`config.mk`:
```
export PLATFORM = sky130hd
export DESIGN_NAME = module_leds_rgb_pwm
export DESIGN_NICKNAME = d
export VERILOG_FILES = /design/src/rtl/module_leds_rgb_pwm.sv
export SDC_FILE = /design/constraint.sdc
export NUM_CORES = 1
export LEC_CHECK = 0
export BUFFER_PORTS_ARGS = -buffer_cell sky130_fd_sc_hd__buf_2
export CELL_PAD_IN_SITES_DETAIL_PLACEMENT = 0
export CELL_PAD_IN_SITES_GLOBAL_PLACEMENT = 1
export CORE_MARGIN = 3
export CORE_UTILIZATION = 43
export CTS_CLUSTER_SIZE = 20
export DETAILED_ROUTE_END_ITERATION = 10
export PLACE_DENSITY = 0.78
export SKIP_LAST_GASP = 1
export SYNTH_ARGS = -nofsm -noshare
export SYNTH_HDL_FRONTEND = slang
export SYNTH_SLANG_ARGS = --single-unit
```
`constraint.sdc`:
```
create_clock -name clk_i -period 2.8 [get_ports clk_i]
set_input_delay 0.14 -clock clk_i [delete_from_list [all_inputs] [get_ports clk_i]]
set_output_delay 0.14 -clock clk_i [all_outputs]
set_load 0.05 [all_outputs]
```
`src/rtl/module_leds_rgb_pwm.sv`:
```
// module_leds_rgb_pwm
//   Multi-LED RGB PWM driver. Each LED has a software-visible shadow word
//   and an active copy used by the PWM compare. Active copies only reload
//   at PWM frame boundaries, so outputs never change settings mid-frame.
//
// Ports
//   clk_i      system clock
//   rst_i      synchronous active-high reset
//   we_i       write strobe (one cycle per write)
//   addr_i     LED index; indices >= N_LEDS are ignored / read as 0
//   data_i     {mode[25:24], red[23:16], green[15:8], blue[7:0]}
//   rd_data_o  registered shadow word of LED addr_i
//   rgb_o      LED k on bits [3k+2:3k] = {R,G,B}, registered
//   frame_o    one-cycle pulse after each PWM frame boundary
module module_leds_rgb_pwm #(
  parameter int N_LEDS       = 2,
  parameter int PWM_BITS     = 8,
  parameter int PRESC        = 39,
  parameter int BLINK_FRAMES = 61
) (
  input  logic                  clk_i,
  input  logic                  rst_i,
  input  logic                  we_i,
  input  logic [2:0]            addr_i,
  input  logic [31:0]           data_i,
  output logic [31:0]           rd_data_o,
  output logic [3*N_LEDS-1:0]   rgb_o,
  output logic                  frame_o
);

  localparam int PRESC_W = (PRESC > 0) ? $clog2(PRESC + 1) : 1;
  localparam int BLINK_W = (BLINK_FRAMES > 1) ? $clog2(BLINK_FRAMES) : 1;

  localparam logic [PRESC_W-1:0] PRESC_MAX = PRESC_W'(PRESC);
  localparam logic [BLINK_W-1:0] BLINK_MAX = BLINK_W'(BLINK_FRAMES - 1);
  localparam logic [3:0]         N_LEDS_L  = 4'(N_LEDS);
  localparam logic [7:0]         DUTY_MASK = 8'((32'd1 << PWM_BITS) - 32'd1);
  // Only the mode bits and the in-range duty bits are ever stored.
  localparam logic [31:0]        WORD_MASK = {8'h03, DUTY_MASK, DUTY_MASK, DUTY_MASK};

  logic [PRESC_W-1:0]  presc_cnt;
  logic                tick;
  logic [PWM_BITS-1:0] pwm_cnt;
  logic                frame_end;
  logic [BLINK_W-1:0]  blink_cnt;
  logic                blink_phase;

  logic [31:0]         shadow [N_LEDS];
  logic [1:0]          act_mode [N_LEDS];
  logic [PWM_BITS-1:0] act_r [N_LEDS];
  logic [PWM_BITS-1:0] act_g [N_LEDS];
  logic [PWM_BITS-1:0] act_b [N_LEDS];

  logic                wr_hit;
  logic [31:0]         wdata;
  logic [31:0]         rd_next;
  logic [3*N_LEDS-1:0] rgb_next;

  always_comb begin
    tick      = (presc_cnt == PRESC_MAX);
    frame_end = tick && (pwm_cnt == '1);
    wr_hit    = we_i && ({1'b0, addr_i} < N_LEDS_L);
    wdata     = data_i & WORD_MASK;
  end

  always_comb begin
    rd_next = '0;
    for (int unsigned k = 0; k < N_LEDS; k++) begin
      if (addr_i == 3'(k)) rd_next = shadow[k];
    end
  end

  always_comb begin
    rgb_next = '0;
    for (int unsigned k = 0; k < N_LEDS; k++) begin
      logic en;
      en = (act_mode[k] == 2'b01) || ((act_mode[k] == 2'b10) && blink_phase);
      rgb_next[3*k +: 3] = {en && (pwm_cnt < act_r[k]),
                            en && (pwm_cnt < act_g[k]),
                            en && (pwm_cnt < act_b[k])};
    end
  end

  always_ff @(posedge clk_i) begin
    if (rst_i) begin
      presc_cnt   <= '0;
      pwm_cnt     <= '0;
      blink_cnt   <= '0;
      blink_phase <= 1'b0;
      frame_o     <= 1'b0;
      rd_data_o   <= '0;
      rgb_o       <= '0;
      for (int unsigned k = 0; k < N_LEDS; k++) begin
        shadow[k]   <= '0;
        act_mode[k] <= '0;
        act_r[k]    <= '0;
        act_g[k]    <= '0;
        act_b[k]    <= '0;
      end
    end else begin
      presc_cnt <= tick ? '0 : presc_cnt + 1'b1;
      if (tick) pwm_cnt <= pwm_cnt + 1'b1;
      frame_o   <= frame_end;
      rd_data_o <= rd_next;
      rgb_o     <= rgb_next;

      if (frame_end) begin
        if (blink_cnt == BLINK_MAX) begin
          blink_cnt   <= '0;
          blink_phase <= ~blink_phase;
        end else begin
          blink_cnt <= blink_cnt + 1'b1;
        end
      end

      for (int unsigned k = 0; k < N_LEDS; k++) begin
        logic wr_k;
        wr_k = wr_hit && (addr_i == 3'(k));
        if (wr_k) shadow[k] <= wdata;
        // A write landing on the frame boundary is forwarded straight into
        // the active copy so the new frame already uses it.
        if (frame_end) begin
          act_mode[k] <= wr_k ? wdata[25:24]              : shadow[k][25:24];
          act_r[k]    <= wr_k ? wdata[16 +: PWM_BITS]     : shadow[k][16 +: PWM_BITS];
          act_g[k]    <= wr_k ? wdata[8 +: PWM_BITS]      : shadow[k][8 +: PWM_BITS];
          act_b[k]    <= wr_k ? wdata[0 +: PWM_BITS]      : shadow[k][0 +: PWM_BITS];
        end
      end
    end
  end

endmodule

```
# Word level (Yosys, flattened, before mapping)
# Memory sizes are Yosys's and may differ from the RTL's.
# Cells that the tools add are included.
# W data, S select, Z words.
# totals
register_bits	60
latch_bits	0
ramBits	104
rom_bits	0
inputBits	38
output_inout_bits	39
wordCells	90
memories	5
# mem_list
memory	depth	word_bits	read_ports	rd_clocked_by_memory_dff	wr	line_no	rtl
shadow	2	26	2	0	2	48	logic [31:0] shadow [N_LEDS];
act_b	2	8	2	0	2	52	logic [PWM_BITS-1:0] act_b [N_LEDS];
act_g	2	8	2	0	2	51	logic [PWM_BITS-1:0] act_g [N_LEDS];
act_r	2	8	2	0	2	50	logic [PWM_BITS-1:0] act_r [N_LEDS];
act_mode	2	2	2	0	2	49	logic [1:0] act_mode [N_LEDS];
# op_classes
n_addsub	3
mul	0
n_div	0
order_cmp	7
eq_ne	8
shifts	0
muxes	32
n_bitwise	11
n_reduce_logical	17
# ops
op	count
$mux W8	12
$mux W32	2
$mux W26	2
$lt A8 B8 Y1	6
$add A6 B1 Y6 const B	2
$eq A6 B6 Y1 const B	2
$logic_and A1 B1 Y1	12
$mux W1	11
$or A1 B1 Y1	10
$add A8 B1 Y8 const B	1
$eq A8 B8 Y1 const B	1
$mux W2	4
$mux W6	1
$eq A2 B1 Y1 const B	2
$eq A2 B2 Y1 const B	2
$eq A3 B1 Y1 const B	1
$logic_not A3 Y1	1
$lt A3 B2 Y1 const B	1
$logic_or A1 B1 Y1	2
$reduce_and A2 Y1	1
$reduce_or A2 Y1	1
$not A1 Y1	1

# Depth between registers and ports, before layout
# logic_depth
ltp_word	7
ltp_mapped	8
depth_no_buf	5

# Least setup slack after synthesis
# No wires, ideal clock.
# synth_path
path_type	reg-to-reg
startpoint	register pwm_cnt[1]
endpoint	memory act_b[0][0], enable pin
setup_ns	0.418
t_arrival_ns	2.384
required_ns	2.382
slack_ns	-0.002
stages_incl_launch_ff	6
n_path_buf	0
period_less_slack_ns	2.802
path_cell_list	dfxtp_1 > ha_1 > nand4bb_4 > nor2_1 > nand2_1 > nand2b_1
# synth_rtl
item	line_no	rtl
from (decl)	43	logic [PWM_BITS-1:0] pwm_cnt;
from (signal assigned)	102	if (tick) pwm_cnt <= pwm_cnt + 1'b1;
to (decl)	52	

==> flow_summary_export.csv <==
group,metric,value,unit
cts,cts_tree,"built",
sta,fin_crit,2.47,ns
sta,hold_violations,0,
cts,cts_setup_buffers,0,
cts,clockBufferDepth,2,
setup_path,cp-end-kind,"register",
power,p_int,4.10,mW
synth,yosysUniqueCellTypes,47,
setup_path,crit_chain,"ha_1, nand4bb_4, or2_1, or3_2, buf_12, a21oi_1",
sta,setup_viol,0,
floorplan,initial_core_util,0.447,
floorplan,std_cell_rows,47,
place,placed_area,8040,um2
power,power,5.33,mW
cts,postCtsHoldBufs,0,
synth,synth-main-ff-cell,"edfxtp_1",
setup_path,cpLargestDelayFamily,"simple AND/OR/NAND/NOR gates",
route,post-route-drc-count,0,
sta,fmax,0.405,GHz
route,wire_per_inst,17.2,um
cts,cts_buffers,17,
setup_path,worst-path-max-fanout,53,
sta,rsz0062_at_grt,"false",
place,gp_congestion,0.774,
synth,syn_avg_cell_area,11.1,um2
sta,setup_tns,0,ns
place,port_buffers,64,
power,power.density,616,nW/um2
cells_and_area,register_area,4200,um2
cells_and_area,drive_gt1_frac,0.226,
setup_path,path_buf_inv,1,
setup_path,cp.arrival,2.74,ns
sta,slew_headroom,0.406,
cells_and_area,nNetsFinal,835,
setup_path,reg2regPathDepth,6,
cts,cts.clk_slew.worst_paths,0.06,ns
power,vdd_drop_max,441,uV
synth,synth_seq_cells,158,
setup_path,crit_required,3.07,ns
route,antenna_left,0,
cts,htree_num_levels,4,
cells_and_area,area_growth_syn_to_layout,14.7,%
hold_path,hold_path.class,"in2reg",
floorplan,die_area,19200,um2
cells_and_area,nFillCells,1489,
cts,cts_num_sinks,158,
synth,synth_area_leader_cell,"edfxtp_1",
route,drt_pass1_iterations,5,
floorplan,die_x,138,um
global_route,antenna_found_initial,0,
power,switching_share,0.231,
global_route,grt_max_degree,54,
global_route,grt_pass1_wl,27200,um
setup_path,worstSetupStartpointType,"register",
synth,yosysTopAreaCellShare,0.414,
route,num_vias,5217,
global_route,grt_pass1_vias,5341,
power,power_switching,1.23,mW
place,dp_hpwl,10800,um
synth,yosysSeqAreaShare,0.558,
sta,slew_viol_final,0,
synth,synth_edf_count,104,
synth,ys_warn_count,0,
setup_path,cp_slowest_cell,"dfxtp_1",
cts,clockRootBuffer,"clkbuf_16",
sta,skew,0.0148,ns
setup_path,cp.depth,6,
power,p_leak,3.42,nW
cells_and_area,multi_input_area,2880,um2
power,seq_power_share,0.493,
synth,syn-cell-area,7540,um2
setup_path,crit_type,"reg2reg",
sta,tightest_slew,0.891,ns
floorplan,io_pins,77,
route,wirelength,17000,um
power,p_clk_frac,0.443,
global_route,grt-ovfl-total,0,
route,viasPerCell,5.30,
route,drt_first_iter_violations,396,
run,cap_violations,0,
synth,async_flop_share,0,
cells_and_area,antenna_cells,0,
power,p_comb_frac,0.064,
setup_path,max_stage_delay,0.56,ns
outcome,run_status,"completed",
cts,clock_latency,0.42,ns
hold_path,whs_path_depth,2,
global_route,grt_use_total,0.178,
cts,cts_resized,0,
synth,syn_inst,682,
floorplan,core,16900,um2
sta,finalCritPeriodShare,0.881,
synth,synthTopCellsByArea,"edfxtp_1 41%, dfxtp_1 14%, ha_1 7.6%, a21oi_2 5.7%, nand2_1 5.7%",
floorplan,die_h,138,um
cells_and_area,final_area,8640,um2
[state kept, by name, summed over array words and instances (netlist names)]
| name | flops |
|---|---|
| blink_cnt | 6 |
| shadow | 52 |
| act_r | 16 |
| act_b | 16 |
| pwm_cnt | 8 |
| frame_o | 1 |
| rgb_o | 6 |
| blink_phase | 1 |
| act_mode | 4 |
| act_g | 16 |
| rd_data_o | 26 |
| presc_cnt | 6 |
[stage by stage]
step           hold WS (ns)  setup WS (ns)  cells   util
6_report             0.0571          0.333    984  0.512
5_1_grt              0.0613          0.224    984  0.512
4_1_cts              0.0412          0.369    984  0.512
3_5_place_dp          0.459          0.380    952  0.476
3_3_place_gp          0.442          0.448    952  0.476
2_1_floorplan         0.357          0.570    687      -
[logic make-up after synthesis]
kind of cell    count (synthesis)  synth area share
mux                             1           0.00133
fa+ha+maj                      46            0.0763
other cells                     1          0.000497
simple gates                  240             0.153
compound gates                139             0.135
flops                         158             0.558
buf+inv                        87            0.0644
xor+xnor                       10            0.0116
[path summary, 6_finish.rpt]
path / from / endpoint / slack, ns
worst max register to register: pwm_cnt[0]$_SDFFE_PP0P_ / act_b[0][2]$_SDFFCE_PN0P_ / 0.33
worst min register to register: presc_cnt[0]$_SDFF_PP0_ / presc_cnt[0]$_SDFF_PP0_ / 0.47
worst max-delay path: pwm_cnt[0]$_SDFFE_PP0P_ / act_b[0][2]$_SDFFCE_PN0P_ / 0.33
worst min-delay path: data_i[13] / shadow[0][13]$_DFFE_PP_ / 0.06
[synthesized netlist by cell type, drive strengths merged (2+ instances only)]
| cell | instances |
|---|---|
| nand2 | 114 |
| edfxtp | 104 |
| a21oi | 66 |
| dfxtp | 54 |
| inv | 50 |
| ha | 46 |
| nor2 | 40 |
| and2 | 28 |
| a22oi | 26 |
| o21ai | 21 |
| nand2b | 17 |
| clkbuf | 16 |
| a211oi | 15 |
| buf | 15 |
| nand3 | 10 |
| or3 | 7 |
| a41oi | 6 |
| dlygate4sd1 | 6 |
| nor3 | 6 |
| xnor2 | 6 |
| xor2 | 4 |
| and3 | 3 |
| o32ai | 3 |
| nand3b | 2 |
| nand4 | 2 |
| nand4bb | 2 |
| o31ai | 2 |
| or2 | 2 |
[power by group through the flow]
stage               logic, mW  registers, mW  clock network, mW
finish                  0.342           2.62               2.36
global route            0.373           2.63               2.52
CTS                     0.345           2.62               2.40
detailed placement      0.343           2.67                  0
global placement        0.336           2.67                  0
floorplan               0.180           2.72                  0
[cell type report]
class,instances,share of cell area
inverter,50,0.0217
multi-input combinational,442,0.333
sequential,158,0.486
timing repair buffer,82,0.0570
clock inverter,14,0.0195
clock buffer,18,0.0508
tap,220,0.0318
[cell usage in the layout, fill, tap and decap left out, drive strengths merged, types with 2 or more instances in the layout]
cell type,synthesis,final
o31ai,2,2
a22oi,26,26
nand4bb,2,2
or2,2,2
xnor2,6,6
clkinv,0,10
inv,50,50
and2,28,28
dfxtp,54,54
edfxtp,104,104
or3,7,7
clkbuf,16,18
nor2,40,40
nand3,10,10
ha,46,46
xor2,4,4
a21oi,66,66
nor3,6,6
nand4,2,2
o21ai,21,21
nand2,114,114
conb,1,6
bufinv,0,3
nand2b,17,17
nand3b,2,2
buf,15,82
a41oi,6,6
and3,3,3
o32ai,3,3
a211oi,15,15
[layer usage]
metal  vias up  share of wire  routed length, um  track usage
met5         -              0                  0            0
met4         0          0.020                333       0.0697
li1       2516              -                  -            -
met2       150           0.49               8230        0.295
met1      2529           0.45               7560        0.232
met3        22          0.050                840       0.0342
Power figures use the tool's default switching activity.
